--- config.mk ---
export PLATFORM = sky130hd
export DESIGN_NAME = multicycle_sequencer_flat
export DESIGN_NICKNAME = d
export VERILOG_FILES = /design/src/rtl/multicycle_sequencer_if.sv /design/src/rtl/multicycle_sequencer.sv /design/src/flat_wrapper.sv
export SDC_FILE = /design/constraint.sdc
export NUM_CORES = 1
export LEC_CHECK = 0
export ABC_AREA = 1
export CORE_ASPECT_RATIO = 0.8
export CORE_MARGIN = 2
export CORE_UTILIZATION = 46
export CTS_CLUSTER_DIAMETER = 100
export DETAILED_ROUTE_END_ITERATION = 6
export HOLD_SLACK_MARGIN = 0.06
export PLACE_DENSITY = 0.87
export SLEW_MARGIN = 20
export SYNTH_ARGS = -nofsm -noshare
export SYNTH_HDL_FRONTEND = slang
export SYNTH_SLANG_ARGS = --single-unit
--- constraint.sdc ---
create_clock -name clk -period 1.8 [get_ports clk]
set_input_delay 0.45 -clock clk [delete_from_list [all_inputs] [get_ports clk]]
set_output_delay 0.45 -clock clk [all_outputs]
set_load 0.02 [all_outputs]
--- src/rtl/multicycle_sequencer_if.sv ---
// Handshake/control bundle between the instruction datapath and the multicycle sequencer.
// master drives start/opcode/flags; slave (the sequencer) drives strobes and status.
interface multicycle_sequencer_if;
  logic        start;
  logic [10:0] opcode_bits;
  logic        zero;
  logic        mem_ready;

  logic        ir_write;
  logic        pc_write;
  logic        pc_src;
  logic        alu_en;
  logic        mem_read;
  logic        mem_write;
  logic        reg_write;
  logic [2:0]  state;
  logic        instr_done;
  logic        illegal;
  logic [15:0] instr_count;

  modport master (
    output start, opcode_bits, zero, mem_ready,
    input  ir_write, pc_write, pc_src, alu_en, mem_read, mem_write, reg_write,
    input  state, instr_done, illegal, instr_count
  );

  modport slave (
    input  start, opcode_bits, zero, mem_ready,
    output ir_write, pc_write, pc_src, alu_en, mem_read, mem_write, reg_write,
    output state, instr_done, illegal, instr_count
  );
endinterface

--- src/rtl/multicycle_sequencer.sv ---
// Multicycle FETCH/DECODE/EXECUTE/MEM/WRITEBACK control FSM with registered strobes.
// Define MEM_WAIT_EN to stall in MEM until mem_ready; otherwise MEM is a single cycle.
module multicycle_sequencer (
  input logic                   clk,
  input logic                   reset,
  multicycle_sequencer_if.slave bus
);
  typedef enum logic [2:0] {
    StIdle      = 3'd0,
    StFetch     = 3'd1,
    StDecode    = 3'd2,
    StExecute   = 3'd3,
    StMem       = 3'd4,
    StWriteback = 3'd5,
    StHalt      = 3'd6
  } state_e;

  typedef enum logic [2:0] {
    ClsNone, ClsRtype, ClsLdur, ClsStur, ClsCbz, ClsB, ClsIllegal
  } cls_e;

  localparam logic [10:0] OpLdur = 11'b11111000010;
  localparam logic [10:0] OpStur = 11'b11111000000;
  localparam logic [10:0] OpAdd  = 11'b10001011000;
  localparam logic [10:0] OpSub  = 11'b11001011000;
  localparam logic [10:0] OpAnd  = 11'b10001010000;
  localparam logic [10:0] OpOrr  = 11'b10101010000;

  state_e      state_q, state_d, next_instr;
  cls_e        cls_q, cls_d, cls_dec;
  logic        illegal_q, illegal_d;
  logic [15:0] count_q;
  logic        ir_write_q, pc_write_q, pc_src_q, alu_en_q;
  logic        mem_read_q, mem_write_q, reg_write_q, done_q, cbz_exec_q;
  logic        mem_go, done;

`ifdef MEM_WAIT_EN
  assign mem_go = bus.mem_ready;
  // A waiting STUR only retires in the cycle memory accepts it.
  assign done   = done_q & (~mem_write_q | bus.mem_ready);
`else
  logic unused_mem_ready;
  assign unused_mem_ready = bus.mem_ready;
  assign mem_go           = 1'b1;
  assign done             = done_q;
`endif

  always_comb begin
    if (bus.opcode_bits == OpLdur) begin
      cls_dec = ClsLdur;
    end else if (bus.opcode_bits == OpStur) begin
      cls_dec = ClsStur;
    end else if (bus.opcode_bits == OpAdd || bus.opcode_bits == OpSub ||
                 bus.opcode_bits == OpAnd || bus.opcode_bits == OpOrr) begin
      cls_dec = ClsRtype;
    end else if (bus.opcode_bits[10:3] == 8'b10110100) begin
      cls_dec = ClsCbz;
    end else if (bus.opcode_bits[10:5] == 6'b000101) begin
      cls_dec = ClsB;
    end else begin
      cls_dec = ClsIllegal;
    end
  end

  always_comb begin
    state_d    = state_q;
    cls_d      = cls_q;
    illegal_d  = illegal_q;
    next_instr = bus.start ? StFetch : StIdle;
    case (state_q)
      StIdle:   if (bus.start) state_d = StFetch;
      StFetch:  state_d = StDecode;
      StDecode: begin
        cls_d = cls_dec;
        if (cls_dec == ClsIllegal) begin
          state_d   = StHalt;
          illegal_d = 1'b1;
        end else begin
          state_d = StExecute;
        end
      end
      StExecute: begin
        case (cls_q)
          ClsRtype:         state_d = StWriteback;
          ClsLdur, ClsStur: state_d = StMem;
          default:          state_d = next_instr;
        endcase
      end
      StMem:       if (mem_go) state_d = (cls_q == ClsLdur) ? StWriteback : next_instr;
      StWriteback: state_d = next_instr;
      StHalt:      state_d = StHalt;
      default:     state_d = StIdle;
    endcase
  end

  // Strobes are registered from the next state so they line up with state_q.
  always_ff @(posedge clk) begin
    if (reset) begin
      state_q     <= StIdle;
      cls_q       <= ClsNone;
      illegal_q   <= 1'b0;
      count_q     <= 16'd0;
      ir_write_q  <= 1'b0;
      pc_write_q  <= 1'b0;
      pc_src_q    <= 1'b0;
      alu_en_q    <= 1'b0;
      mem_read_q  <= 1'b0;
      mem_write_q <= 1'b0;
      reg_write_q <= 1'b0;
      done_q      <= 1'b0;
      cbz_exec_q  <= 1'b0;
    end else begin
      state_q     <= state_d;
      cls_q       <= cls_d;
      illegal_q   <= illegal_d;
      if (done) count_q <= count_q + 16'd1;
      ir_write_q  <= (state_d == StFetch);
      pc_write_q  <= (state_d == StFetch) || (state_d == StExecute && cls_d == ClsB);
      pc_src_q    <= (state_d == StExecute && cls_d == ClsB);
      alu_en_q    <= (state_d == StExecute);
      mem_read_q  <= (state_d == StMem && cls_d == ClsLdur);
      mem_write_q <= (state_d == StMem && cls_d == ClsStur);
      reg_write_q <= (state_d == StWriteback);
      cbz_exec_q  <= (state_d == StExecute && cls_d == ClsCbz);
      done_q      <= (state_d == StExecute && (cls_d == ClsCbz || cls_d == ClsB)) ||
                     (state_d == StMem && cls_d == ClsStur) ||
                     (state_d == StWriteback);
    end
  end

  // CBZ branch decision uses the live zero flag in EXECUTE.
  assign bus.pc_write    = pc_write_q | (cbz_exec_q & bus.zero);
  assign bus.pc_src      = pc_src_q | (cbz_exec_q & bus.zero);
  assign bus.ir_write    = ir_write_q;
  assign bus.alu_en      = alu_en_q;
  assign bus.mem_read    = mem_read_q;
  assign bus.mem_write   = mem_write_q;
  assign bus.reg_write   = reg_write_q;
  assign bus.state       = state_q;
  assign bus.instr_done  = done;
  assign bus.illegal     = illegal_q;
  assign bus.instr_count = count_q;
endmodule

--- src/flat_wrapper.sv ---
// flat-port wrapper written by rule: the top's interface ports become plain ports
module multicycle_sequencer_flat 
  (clk, reset, bus_start, bus_opcode_bits, bus_zero, bus_mem_ready, bus_ir_write, bus_pc_write, bus_pc_src, bus_alu_en, bus_mem_read, bus_mem_write, bus_reg_write, bus_state, bus_instr_done, bus_illegal, bus_instr_count);
  multicycle_sequencer_if bus_i ();
  input logic clk;
  input logic reset;
  input wire logic [$bits(bus_i.start)-1:0] bus_start;
  input wire logic [$bits(bus_i.opcode_bits)-1:0] bus_opcode_bits;
  input wire logic [$bits(bus_i.zero)-1:0] bus_zero;
  input wire logic [$bits(bus_i.mem_ready)-1:0] bus_mem_ready;
  output wire logic [$bits(bus_i.ir_write)-1:0] bus_ir_write;
  output wire logic [$bits(bus_i.pc_write)-1:0] bus_pc_write;
  output wire logic [$bits(bus_i.pc_src)-1:0] bus_pc_src;
  output wire logic [$bits(bus_i.alu_en)-1:0] bus_alu_en;
  output wire logic [$bits(bus_i.mem_read)-1:0] bus_mem_read;
  output wire logic [$bits(bus_i.mem_write)-1:0] bus_mem_write;
  output wire logic [$bits(bus_i.reg_write)-1:0] bus_reg_write;
  output wire logic [$bits(bus_i.state)-1:0] bus_state;
  output wire logic [$bits(bus_i.instr_done)-1:0] bus_instr_done;
  output wire logic [$bits(bus_i.illegal)-1:0] bus_illegal;
  output wire logic [$bits(bus_i.instr_count)-1:0] bus_instr_count;
  assign bus_i.start = bus_start;
  assign bus_i.opcode_bits = bus_opcode_bits;
  assign bus_i.zero = bus_zero;
  assign bus_i.mem_ready = bus_mem_ready;
  assign bus_ir_write = bus_i.ir_write;
  assign bus_pc_write = bus_i.pc_write;
  assign bus_pc_src = bus_i.pc_src;
  assign bus_alu_en = bus_i.alu_en;
  assign bus_mem_read = bus_i.mem_read;
  assign bus_mem_write = bus_i.mem_write;
  assign bus_reg_write = bus_i.reg_write;
  assign bus_state = bus_i.state;
  assign bus_instr_done = bus_i.instr_done;
  assign bus_illegal = bus_i.illegal;
  assign bus_instr_count = bus_i.instr_count;
  multicycle_sequencer u_core (.clk(clk), .reset(reset), .bus(bus_i));
endmodule
======== Yosys cells after proc, flatten, opt, wreduce, memory -nomap -nowiden ========
Index checks and enable logic that the tools add are counted.
operators by class
  multipliers ............................. 0
  equality and inequality tests ........... 26
  divide/modulo/power cells ............... 0
  mux-type cells .......................... 12
  add/sub/neg operators ................... 1
  reductions and logical operators ........ 15
  $lt $le $gt $ge ......................... 0
  shift-type cells ........................ 0
  bitwise logic cells ..................... 3
operators with widths
  cell                                                  count
  equality test 11 bit (second input constant)          6
  equality test 3 bit (second input constant)           8
  two-way mux 3 bit                                     8
  equality test 3 x 2 -> 1 bit (second input constant)  7
  one-hot mux 3 bit (7 select lines)                    1
  adder 16 x 1 -> 16 bit (second input constant)        1
  equality test 3 x 1 -> 1 bit (second input constant)  3
  equality test 8 bit (second input constant)           1
  logical OR 1 bit                                      7
  equality test 6 x 3 -> 1 bit (second input constant)  1
  one-hot mux 3 bit (2 select lines)                    1
  logical AND 1 bit                                     5
  logical NOT 3 bit                                     1
  two-way mux 2 bit                                     1
  bitwise OR 1 bit                                      2
  AND reduction 2 bit                                   1
  OR reduction 2 bit                                    1
  bitwise AND 1 bit                                     1
  two-way mux 1 bit                                     1
word-level totals
  logic and storage cells ................. 70
  memories ................................ 0
  output and inout port bits .............. 28
  bits in read-only memories .............. 0
  input port bits ......................... 16
  bits in latches ......................... 0
  memory bits (writable) .................. 0
  register bits ........................... 32

======== Longest topological paths before layout ========
  depth in word-level cells ............... 14
  depth in mapped cells ................... 12
  mapped depth without buffers ............ 12

======== Worst setup path before layout ========
Ideal clock, no wire load.
  path type ............................... register to register
  start point ............................. register u_core.count_q[0] (netlist: u_core.bus.instr_count[0])
  end point ............................... register u_core.count_q[12] (netlist: u_core.bus.instr_count[12])
  required time ........................... 1.672 ns
  arrival time ............................ 1.442 ns
  path slack .............................. 0.231 ns
  path buffers ............................ 0
  setup time .............................. 0.128 ns
  stages on the path, launching flop included .. 10
  period minus slack after synthesis ...... 1.569 ns
  cells stage by stage .................... dfxtp_1 -> ha_1 -> nand2_2 -> nor3_2 -> nand2_1 -> inv_2 -> nand3_2 -> nor3_2 -> xor2_1 -> nor2_1
on the way
  word-level cells in the longest chain between the ends .. 1
ends and longest elaborated chain
  element                 line                         source
  start, declared         multicycle_sequencer.sv:32   logic [15:0] count_q;
  start signal, assigned  multicycle_sequencer.sv:116  if (done) count_q <= count_q + 16'd1;
  adder 16 x 1 -> 16 bit  multicycle_sequencer.sv:116
Every way passes these cells.
A chain may end at the register's enable or synchronous reset.

======== Worst setup path after layout ========
  start point ............................. register u_core.count_q[6] (netlist: u_core.bus.instr_count[6])
  end point ............................... output bus_instr_count[6]
RTL lines
  element        line                source
  end, declared  flat_wrapper.sv:21  output wire logic [$bits(bus_i.instr_count)-1:0] bus_instr_count;
No word-level cell between the ends.

==> results.yml <==
synthesis:
  yosysTopAreaCell: "dfxtp_1"
  synth.avg_cell_area_um2: 7.47
  synth_area_mm2: 0.00172
  synth_top_area_share_pct: 37.3
  ys_ff_latch: 32
  postSynthCellCount: 230
  syn_nets: 247
  synth.area.top_cells: "dfxtp_1, inv_1, nor2_1"
  ys_seq_area_share_pct: 37.3
  yosys_warnings: 0
  ys_types: 32
cells_and_area:
  diodes: 0
  area_growth_pct: 37.3
  nNetsFinal: 298
  final_cell_mix: "inv_1, dfxtp_1, nor2_1"
  drive_gt1_share_pct: 24.5
  final_common_cell: "inv_1"
global_route:
  grt_use_total_pct: 19.5
  gr-total-overflow: 0
  antenna_found_initial: 0
  grt_pass1_wl_mm: 6.45
  grt_pass1_vias: 1487
  grt_max_degree: 11
die:
  dieArea_mm2: 0.00425
  die_y_um: 58.7
  initial_utilization_pct: 49.2
  core_area_mm2: 0.00349
  io_pins: 44
  core.rowCount: 19
  die_w_um: 72.4
cts:
  path_clk_slew_ns: 0.06
  cts_buffer_depth: 2
  cts_tree: "built"
  clock-root-buffer: "clkbuf_8"
  cts_setup_buffers: 0
  clk_latency_ns: 0.28
  cts.htree.levels: 2
  cts_made_buffers: 5
  cts_sinks: 32
outcome:
  status: "finished, final reports clean"
min_path:
  hp-class: "reg -> reg"
worst_setup_path:
  crit_type: "reg -> out"
  cp-end-kind: "output pin"
  path_cells: "clkdlybuf4s50_1"
  slowest_stage: "clkdlybuf4s50_1"
  crit_buf_inv: 1
  required_ns: 1.35
  cp-start-kind: "flip-flop"
  path_delay_family: "buffers and inverters"
  arrival_ns: 1.31
  path_max_fanout: 4
  max_stage_delay_ns: 0.63
timing:
  min_period_ns: 1.76
  hold_violations: 0
  tightest_slew_ns: 0.310
  setup_slack_ns: 0.0402
  hold_slack_ns: 0.472
  fin_skew_ns: 0.00576
  finalSetupViolCount: 0
  finalCritPeriodShare_pct: 97.8
  slew_headroom_pct: 79.3
  finalMaxSlewViolations: 0
  max_freq_mhz: 568
pwr:
  intPower_mw: 1.14
  clockPowerShare_pct: 36.1
  p_leak_nw: 1.12
  peakVddDrop_mv: 0.511
  power.total_mw: 1.56
  power_switching_mw: 0.418
  power_density_mw_per_mm2: 660
  power.share.combinational_pct: 16.3
  power_switching_share_pct: 26.8
  seqPwrFrac_pct: 47.6
place:
  place_ws_ns: -0.358
  io_buffers: 42
  gp_congestion: 0.854
  dp_hpwl_mm: 2.89
route:
  viasPerCell: 4.88
  drt_wl_total_mm: 3.72
  drc: 0
  firstDrtPassIters: 4
  ant_nets: 0
  drtIter0Drc: 51
  wire_per_inst_um: 11.5
  num_vias: 1580
job:
  cap_violations: 0
-- power groups by stage --
stage               logic (mW)  registers, mW  clock network (mW)
global placement         0.245          0.756                   0
detailed placement       0.250          0.758                   0
floorplan                0.143          0.768                   0
finish                   0.253          0.742               0.563
global route             0.280          0.744               0.612
CTS                      0.250          0.741               0.582
-- synth_stat cells (all sizes together) --
master	instances
or2	2
o21a	1
nor3b	2
xor2	3
nand4	6
o21bai	2
inv	42
nand2	39
a21oi	11
clkbuf	1
o211a	1
nand3	19
and2	1
nor3	8
nor4	2
dfxtp	32
ha	1
o211ai	1
buf	1
o21ai	10
nor2	45
-- worst paths after layout --
path	startpoint	to	slack (ns)	cells past startpoint
worst min-delay path	u_core.bus.illegal	u_core.bus.illegal	0.47	2
worst max register to register	u_core.bus.instr_count[0]	u_core.bus.instr_count[12]	0.24	9
worst min register to register	u_core.bus.illegal	u_core.bus.illegal	0.47	2
worst max-delay path	u_core.bus.instr_count[6]	bus_instr_count[6]	0.04	1
-- registers in the layout, summed over array words and instances (netlist names) --
register	flops
u_core.bus.instr_done	1
u_core.bus.mem_read	1
u_core.bus.ir_write	1
u_core.pc_write_q	1
u_core.cls_q	3
u_core.bus.alu_en	1
u_core.bus.illegal	1
u_core.cbz_exec_q	1
u_core.bus.instr_count	16
u_core.pc_src_q	1
u_core.bus.mem_write	1
u_core.bus.state	3
u_core.bus.reg_write	1
-- what timing repair did --
| action | CTS | global route |
|---|---|---|
| pin swaps | 0 | 3 |
| gates cloned | 0 | 0 |
| gates resized for setup | 12 | 20 |
| setup endpoints to repair | 7 | 13 |
| hold buffers | 0 | 0 |
| endpoints found under the hold margin | 0 | 0 |
-- layout make-up --
| type | count | area, um^2 |
|---|---|---|
| clock buffers | 6 | 82.6 |
| clock inverters | 2 | 10.0 |
| fillers | 289 | 1130 |
| inverters | 42 | 158 |
| multi-input cells | 154 | 958 |
| flip-flops and latches | 32 | 641 |
| well taps | 42 | 52.6 |
| repair buffers | 46 | 459 |
-- per-layer routing --
| layer | vias to the layer above | wire length, um | GRT usage, % |
|---|---|---|---|
| met5 | - | 0 | 0 |
| li1 | 834 | - | - |
| met2 | 39 | 1630 | 29.4 |
| met3 | 7 | 212 | 4.97 |
| met1 | 700 | 1820 | 26.5 |
| met4 | 0 | 59 | 8.89 |
-- cell families after synthesis --
family	synth area share (%)
and+or+nand+nor	41.4
buffers and inverters	9.68
DFF	37.3
AOI/OAI and AO/OA	9.39
xor gates and xnor gates	1.53
adders and majority gates	0.728
-- through the flow --
step                      setup TNS, ns  cells  area (um^2)  util [%]
after floorplan                       0    230         1720         -
after global placement            -2.08    316         2210      63.3
after CTS                             0    324         2300      65.7
after global routing          -0.000928    324         2360      67.6
final                                 0    324         2360      67.6
after detailed placement          -2.35    316         2210      63.3
Note: power is estimated with default switching activity, not from simulation.
